[src/rtl/ccff_pkg.sv]
// Shared types and defaults for the configuration-chain loader.
package ccff_pkg;

  typedef enum logic [1:0] {
    IDLE = 2'd0,
    LOAD = 2'd1,
    DONE = 2'd2
  } ccff_ld_state_t;

  localparam int CCFF_BYTE_W = 8;

endpackage

[src/rtl/ccff_rb_packer.sv]
// Serial-in / word-out packer for chain readback; the first bit lands in the MSB.
module ccff_rb_packer #(
  parameter int W = 8
) (
  input  logic         clk,
  input  logic         rst,
  input  logic         i_clear,
  input  logic         i_bit_valid,
  input  logic         i_bit,
  input  logic         i_flush,
  output logic [W-1:0] o_data,
  output logic         o_valid
);

  localparam int CW = $clog2(W + 1);

  logic [W-1:0]  r_acc;
  logic [CW-1:0] r_cnt;
  logic [W-1:0]  w_acc_next;
  logic [CW-1:0] w_cnt_next;
  logic [CW-1:0] w_pad;

  always_comb begin
    w_acc_next = (r_acc << 1) | W'(i_bit);
    w_cnt_next = r_cnt + 1'b1;
    w_pad      = CW'(W) - w_cnt_next;
  end

  // A partial final word is left-aligned; stale high bits shift out with the pad.
  always_ff @(posedge clk) begin
    if (rst) begin
      r_acc   <= '0;
      r_cnt   <= '0;
      o_data  <= '0;
      o_valid <= 1'b0;
    end else begin
      o_valid <= 1'b0;
      if (i_clear) begin
        r_cnt <= '0;
      end else if (i_bit_valid) begin
        r_acc <= w_acc_next;
        if (w_cnt_next == CW'(W)) begin
          o_data  <= w_acc_next;
          o_valid <= 1'b1;
          r_cnt   <= '0;
        end else if (i_flush) begin
          o_data  <= w_acc_next << w_pad;
          o_valid <= 1'b1;
          r_cnt   <= '0;
        end else begin
          r_cnt <= w_cnt_next;
        end
      end
    end
  end

endmodule

[src/rtl/ccff_loader.sv]
// Byte-fed serializer for the configuration chain with chain readback packing.
// Handshake: a byte transfers on a prog_clk edge where cfg_valid & cfg_ready are both 1.
module ccff_loader
  import ccff_pkg::*;
#(
  parameter int CHAIN_LEN = 20,
  parameter int BYTE_W    = CCFF_BYTE_W
) (
  input  logic              prog_clk,
  input  logic              prog_reset,
  input  logic              start,
  input  logic [BYTE_W-1:0] cfg_data,
  input  logic              cfg_valid,
  output logic              cfg_ready,
  output logic              ccff_head,
  output logic              prog_clk_en,
  input  logic              ccff_tail,
  output logic [BYTE_W-1:0] rb_data,
  output logic              rb_valid,
  output logic              busy,
  output logic              done,
  output ccff_ld_state_t    o_dbg_state
);

  localparam int N_BYTES = (CHAIN_LEN + BYTE_W - 1) / BYTE_W;
  localparam int BITS_W  = $clog2(CHAIN_LEN + 1);
  localparam int BYTES_W = $clog2(N_BYTES + 1);
  localparam int SC_W    = $clog2(BYTE_W + 1);

  ccff_ld_state_t    r_state, w_next_state;
  logic [BITS_W-1:0]  r_bits;
  logic [BYTES_W-1:0] r_bytes;
  logic [BYTE_W-1:0]  r_hold;
  logic               r_hold_full;
  logic [BYTE_W-1:0]  r_shift;
  logic [SC_W-1:0]    r_sh_cnt;
  logic               r_head_last;

  logic w_sh_has, w_bit, w_en, w_last, w_ready, w_accept, w_start_ok;

  // When the shifter is empty the hold byte's MSB goes out directly as it moves over.
  always_comb begin
    w_sh_has   = (r_sh_cnt != '0);
    w_bit      = w_sh_has ? r_shift[BYTE_W-1] : r_hold[BYTE_W-1];
    w_en       = (r_state == LOAD) && (w_sh_has || r_hold_full);
    w_last     = w_en && (r_bits == BITS_W'(CHAIN_LEN - 1));
    w_ready    = (r_state == LOAD) && !r_hold_full && (r_bytes < BYTES_W'(N_BYTES));
    w_accept   = w_ready && cfg_valid;
    w_start_ok = start && (r_state != LOAD);
  end

  always_ff @(posedge prog_clk) begin
    if (prog_reset) r_state <= IDLE;
    else            r_state <= w_next_state;
  end

  always_comb begin
    w_next_state = r_state;
    case (r_state)
      IDLE:    if (start)  w_next_state = LOAD;
      LOAD:    if (w_last) w_next_state = DONE;
      DONE:    if (start)  w_next_state = LOAD;
      default: w_next_state = IDLE;
    endcase
  end

  always_ff @(posedge prog_clk) begin
    if (prog_reset) begin
      r_bits      <= '0;
      r_bytes     <= '0;
      r_hold      <= '0;
      r_hold_full <= 1'b0;
      r_shift     <= '0;
      r_sh_cnt    <= '0;
      r_head_last <= 1'b0;
    end else if (w_start_ok) begin
      r_bits      <= '0;
      r_bytes     <= '0;
      r_hold_full <= 1'b0;
      r_sh_cnt    <= '0;
    end else begin
      if (w_en) begin
        r_bits      <= r_bits + 1'b1;
        r_head_last <= w_bit;
        if (w_sh_has) begin
          r_shift  <= r_shift << 1;
          r_sh_cnt <= r_sh_cnt - 1'b1;
        end else begin
          r_shift     <= r_hold << 1;
          r_sh_cnt    <= SC_W'(BYTE_W - 1);
          r_hold_full <= 1'b0;
        end
      end
      if (w_accept) begin
        r_hold      <= cfg_data;
        r_hold_full <= 1'b1;
        r_bytes     <= r_bytes + 1'b1;
      end
    end
  end

  assign cfg_ready   = w_ready;
  assign prog_clk_en = w_en;
  assign ccff_head   = w_en ? w_bit : r_head_last;
  assign busy        = (r_state == LOAD);
  assign done        = (r_state == DONE);
  assign o_dbg_state = r_state;

  ccff_rb_packer #(.W(BYTE_W)) u_rb_packer (
    .clk         (prog_clk),
    .rst         (prog_reset),
    .i_clear     (w_start_ok),
    .i_bit_valid (w_en),
    .i_bit       (ccff_tail),
    .i_flush     (w_last),
    .o_data      (rb_data),
    .o_valid     (rb_valid)
  );

endmodule
[config.mk]
export PLATFORM = sky130hd
export DESIGN_NAME = ccff_loader
export DESIGN_NICKNAME = d
export VERILOG_FILES = /design/src/rtl/ccff_pkg.sv /design/src/rtl/ccff_rb_packer.sv /design/src/rtl/ccff_loader.sv
export SDC_FILE = /design/constraint.sdc
export NUM_CORES = 1
export LEC_CHECK = 0
export ABC_CLOCK_PERIOD_IN_PS = 2400
export BUFFER_PORTS_ARGS = -buffer_cell sky130_fd_sc_hd__buf_2
export CAP_MARGIN = 20
export CORE_ASPECT_RATIO = 0.8
export CORE_MARGIN = 10
export CORE_UTILIZATION = 57
export DETAILED_ROUTE_END_ITERATION = 10
export PLACE_DENSITY = 0.79
export SYNTH_ARGS = -nofsm -noshare
export SYNTH_HDL_FRONTEND = slang
export SYNTH_SLANG_ARGS = --single-unit
[constraint.sdc]
create_clock -name prog_clk -period 2.4 [get_ports prog_clk]
set_input_delay 0.48 -clock prog_clk [delete_from_list [all_inputs] [get_ports prog_clk]]
set_output_delay 0.48 -clock prog_clk [all_outputs]
set_load 0.01 [all_outputs]
==> results.cfg <==
[outcome]
status = completed

[logic_synthesis]
synth_area_um2 = 2460
ys_warn_count = 0
syn_avg_cell_area_um2 = 8.40
synth_cells = 293
synth-seq-cells = 50
async_flop_share = 0
synth_edf_count = 0
ys_types = 50
synth_fp_nets = 310
ys.flop_type = dfxtp_1
seq_area_frac_synth = 0.407

[timing]
setup_violations = 0
post-route-min-period_ps = 2290
rsz0062_at_grt = no
skew_ps = 8.83
hold_viol = 0
setup_tns_ps = 0
worst_slew_pin_slew_ps = 576
whs_ps = 403
slew_headroom = 0.616
finalCritPeriodShare = 0.955
fmax_mhz = 436
drv_slew = 0

[critical_path]
critPathMaxStageDelay_ps = 400
crit_top_cell = inv_2
critPathTopFamily = simple AND/OR/NAND/NOR gates
crit_fanout = 5
critPathKind = reg -> out
cp-end-kind = output pin
path_cells = inv_2 -> ha_4 -> or3b_4 -> o21ai_4 -> inv_2 -> a31oi_2 -> buf_2
crit_path_start_kind = flop
worstPathRequired_ps = 1920
path_buf_inv = 3
cpMaxStageDelayCell = or3b_4
worstPathArrival_ps = 1810

[cells_and_area]
finalNonFillerCells = 376
area_growth_pct = 14.7
utilization = 0.675
fin_nets = 335
n_antenna_cell = 0
drive_gt1_frac = 0.226

[grt]
grt_usage = 0.153
grt-ovfl-total = 0
grt_pass1_vias = 1981
antenna_found_initial = 0
grt_max_degree = 34
grt_pass1_wl_um = 9340

[clock_tree]
cts_root_buffer = clkbuf_8
post_cts_buffers = 0
cts_max_path_buffers = 2
htreeDepth = 2
cts_buffers = 5
clkLatencyLatePin_ps = 310
cts_tree = yes
clkSinkCount = 50
cts.clk_slew.worst_paths_ps = 100

[power_and_ir_drop]
leakage_nw = 1.02
vdd_drop_max_v = 0.000447
p_total_w = 0.00171
p_per_area_nw_per_um2 = 607

[placement]
placed_cells = 368
place_hpwl_um = 3750
port_buffers = 28
gp_congestion = 0.848

[routing]
via_count = 2158
wl_um = 5470
initialDrtViolationCount = 133
viasPerCell = 5.74
drcViolationCount = 0
routedWlPerCell_um = 14.5
drtAntennaViolNets = 0
dr.pass1.iters = 5

[floorplanning]
dieArea_um2 = 7360
start_util = 0.589
die_x_um = 93.4
io_pins = 29
row_count = 21
die_h_um = 78.8
core_area_um2 = 4180

[worst_hold_path]
hold_path_class = in -> reg

[run]
maxCapViolCount = 0
[per-layer routing]
layer | GRT usage | vias to the layer above | share of wire
met5 | 0 | - | 0
met4 | 0.0369 | 0 | 0.0080
met3 | 0.0498 | 6 | 0.068
met2 | 0.233 | 64 | 0.45
met1 | 0.204 | 1009 | 0.47
li1 | - | 1079 | -
[cell usage after synthesis (2+ instances only)]
cell,n,share of area
nand2_1,50,0.076
o21ai_0,3,0.0061
nor3_1,10,0.020
buf_2,7,0.014
a21oi_1,27,0.055
ha_1,4,0.020
mux2_2,2,0.0092
nand3_1,10,0.020
dfxtp_1,50,0.41
a21o_1,2,0.0061
a211oi_1,5,0.015
a221oi_1,2,0.0071
xor2_1,5,0.018
nand4_1,4,0.010
buf_4,4,0.012
nand3b_1,4,0.012
and3b_1,2,0.0071
a31oi_1,2,0.0051
inv_1,6,0.0092
a211oi_2,2,0.010
mux4_2,6,0.055
nor2b_1,4,0.010
clkbuf_1,10,0.015
a311oi_1,7,0.025
buf_1,2,0.0031
nor2_1,33,0.050
a22oi_1,4,0.012
nand2b_1,4,0.010
[timing repair]
action                     CTS  global route
setup endpoints to repair    1             1
pin swaps                    0             1
gates cloned                 0             0
hold buffers                 0             0
gates resized for setup      1             6
[worst reg2reg max path, cell delays in order (launching register included)]
cell,delay [ps]
dfxtp_1,320
ha_1,650
mux4_2,570
mux2_2,270
a22oi_1,200
a211oi_2,100
[sequential cells by signal, indices dropped and copies added, names as in the netlist]
register,flops
r_hold,8
u_rb_packer.o_data,8
r_shift,7
u_rb_packer.r_acc,7
r_bits,5
r_sh_cnt,4
u_rb_packer.r_cnt,4
o_dbg_state,2
r_bytes,2
r_head_last,1
r_hold_full,1
u_rb_packer.o_valid,1
[final cells by class]
type,count,area (um^2)
Fill cell,349,1360
Multi-Input combinational cell,212,1340
Sequential cell,50,1000
Timing Repair Buffer,42,245
Clock buffer,6,82.6
Tap cell,57,71.3
Clock inverter,2,60.1
Inverter,7,26.3
[report_power, final]
part / switching [W] / internal [W] / total (W)
sequential: 0.0000105 / 0.000844 / 0.000854
combinational: 0.0000759 / 0.0000489 / 0.000125
clock: 0.000288 / 0.000444 / 0.000733
[cells by family after synthesis]
| kind of cell | share of synthesized area |
|---|---|
| AND/OR/NAND/NOR | 0.237 |
| buffers and inverters | 0.0600 |
| flip-flops | 0.407 |
| XOR/XNOR | 0.0214 |
| multiplexers | 0.0682 |
| AO/OA/AOI/OAI | 0.186 |
| adder cells (fa/ha/maj) | 0.0203 |
[cells in the final DEF, fill, tap and decap left out, drive strengths merged, types with 2 or more instances in the layout]
master and instances:
nand3 10, ha 4, o21ai 5, a22oi 4
nor2b 4, nand4 4, and3b 2, inv 7
nand3b 4, buf 42, a21oi 28, a221oi 2
dfxtp 50, nand2 50, nor3 11, bufinv 2
mux4 6, nor2 33, a211oi 7, a311oi 7
a31oi 2, nand2b 4, a21o 2, xor2 5
clkbuf 6, mux2 2
[worst paths after layout]
path | start | endpoint | slack, ps | cells past startpoint
worst max register to register | u_rb_packer.r_cnt[0] | u_rb_packer.o_data[7] | 170 | 5
worst min register to register | r_hold[5] | r_hold[5] | 460 | 2
worst max-delay path | r_sh_cnt[1] | ccff_head | 110 | 7
worst min-delay path | cfg_data[2] | r_hold[2] | 400 | 3
[through the flow]
stage | worst slack, ps | cell area, um^2
6_report | 108 | 2820
5_1_grt | 9.15 | 2820
4_1_cts | 13.7 | 2800
3_5_place_dp | 179 | 2660
3_3_place_gp | 252 | 2660
2_1_floorplan | 352 | 2460
(Power assumes the default switching activity.)
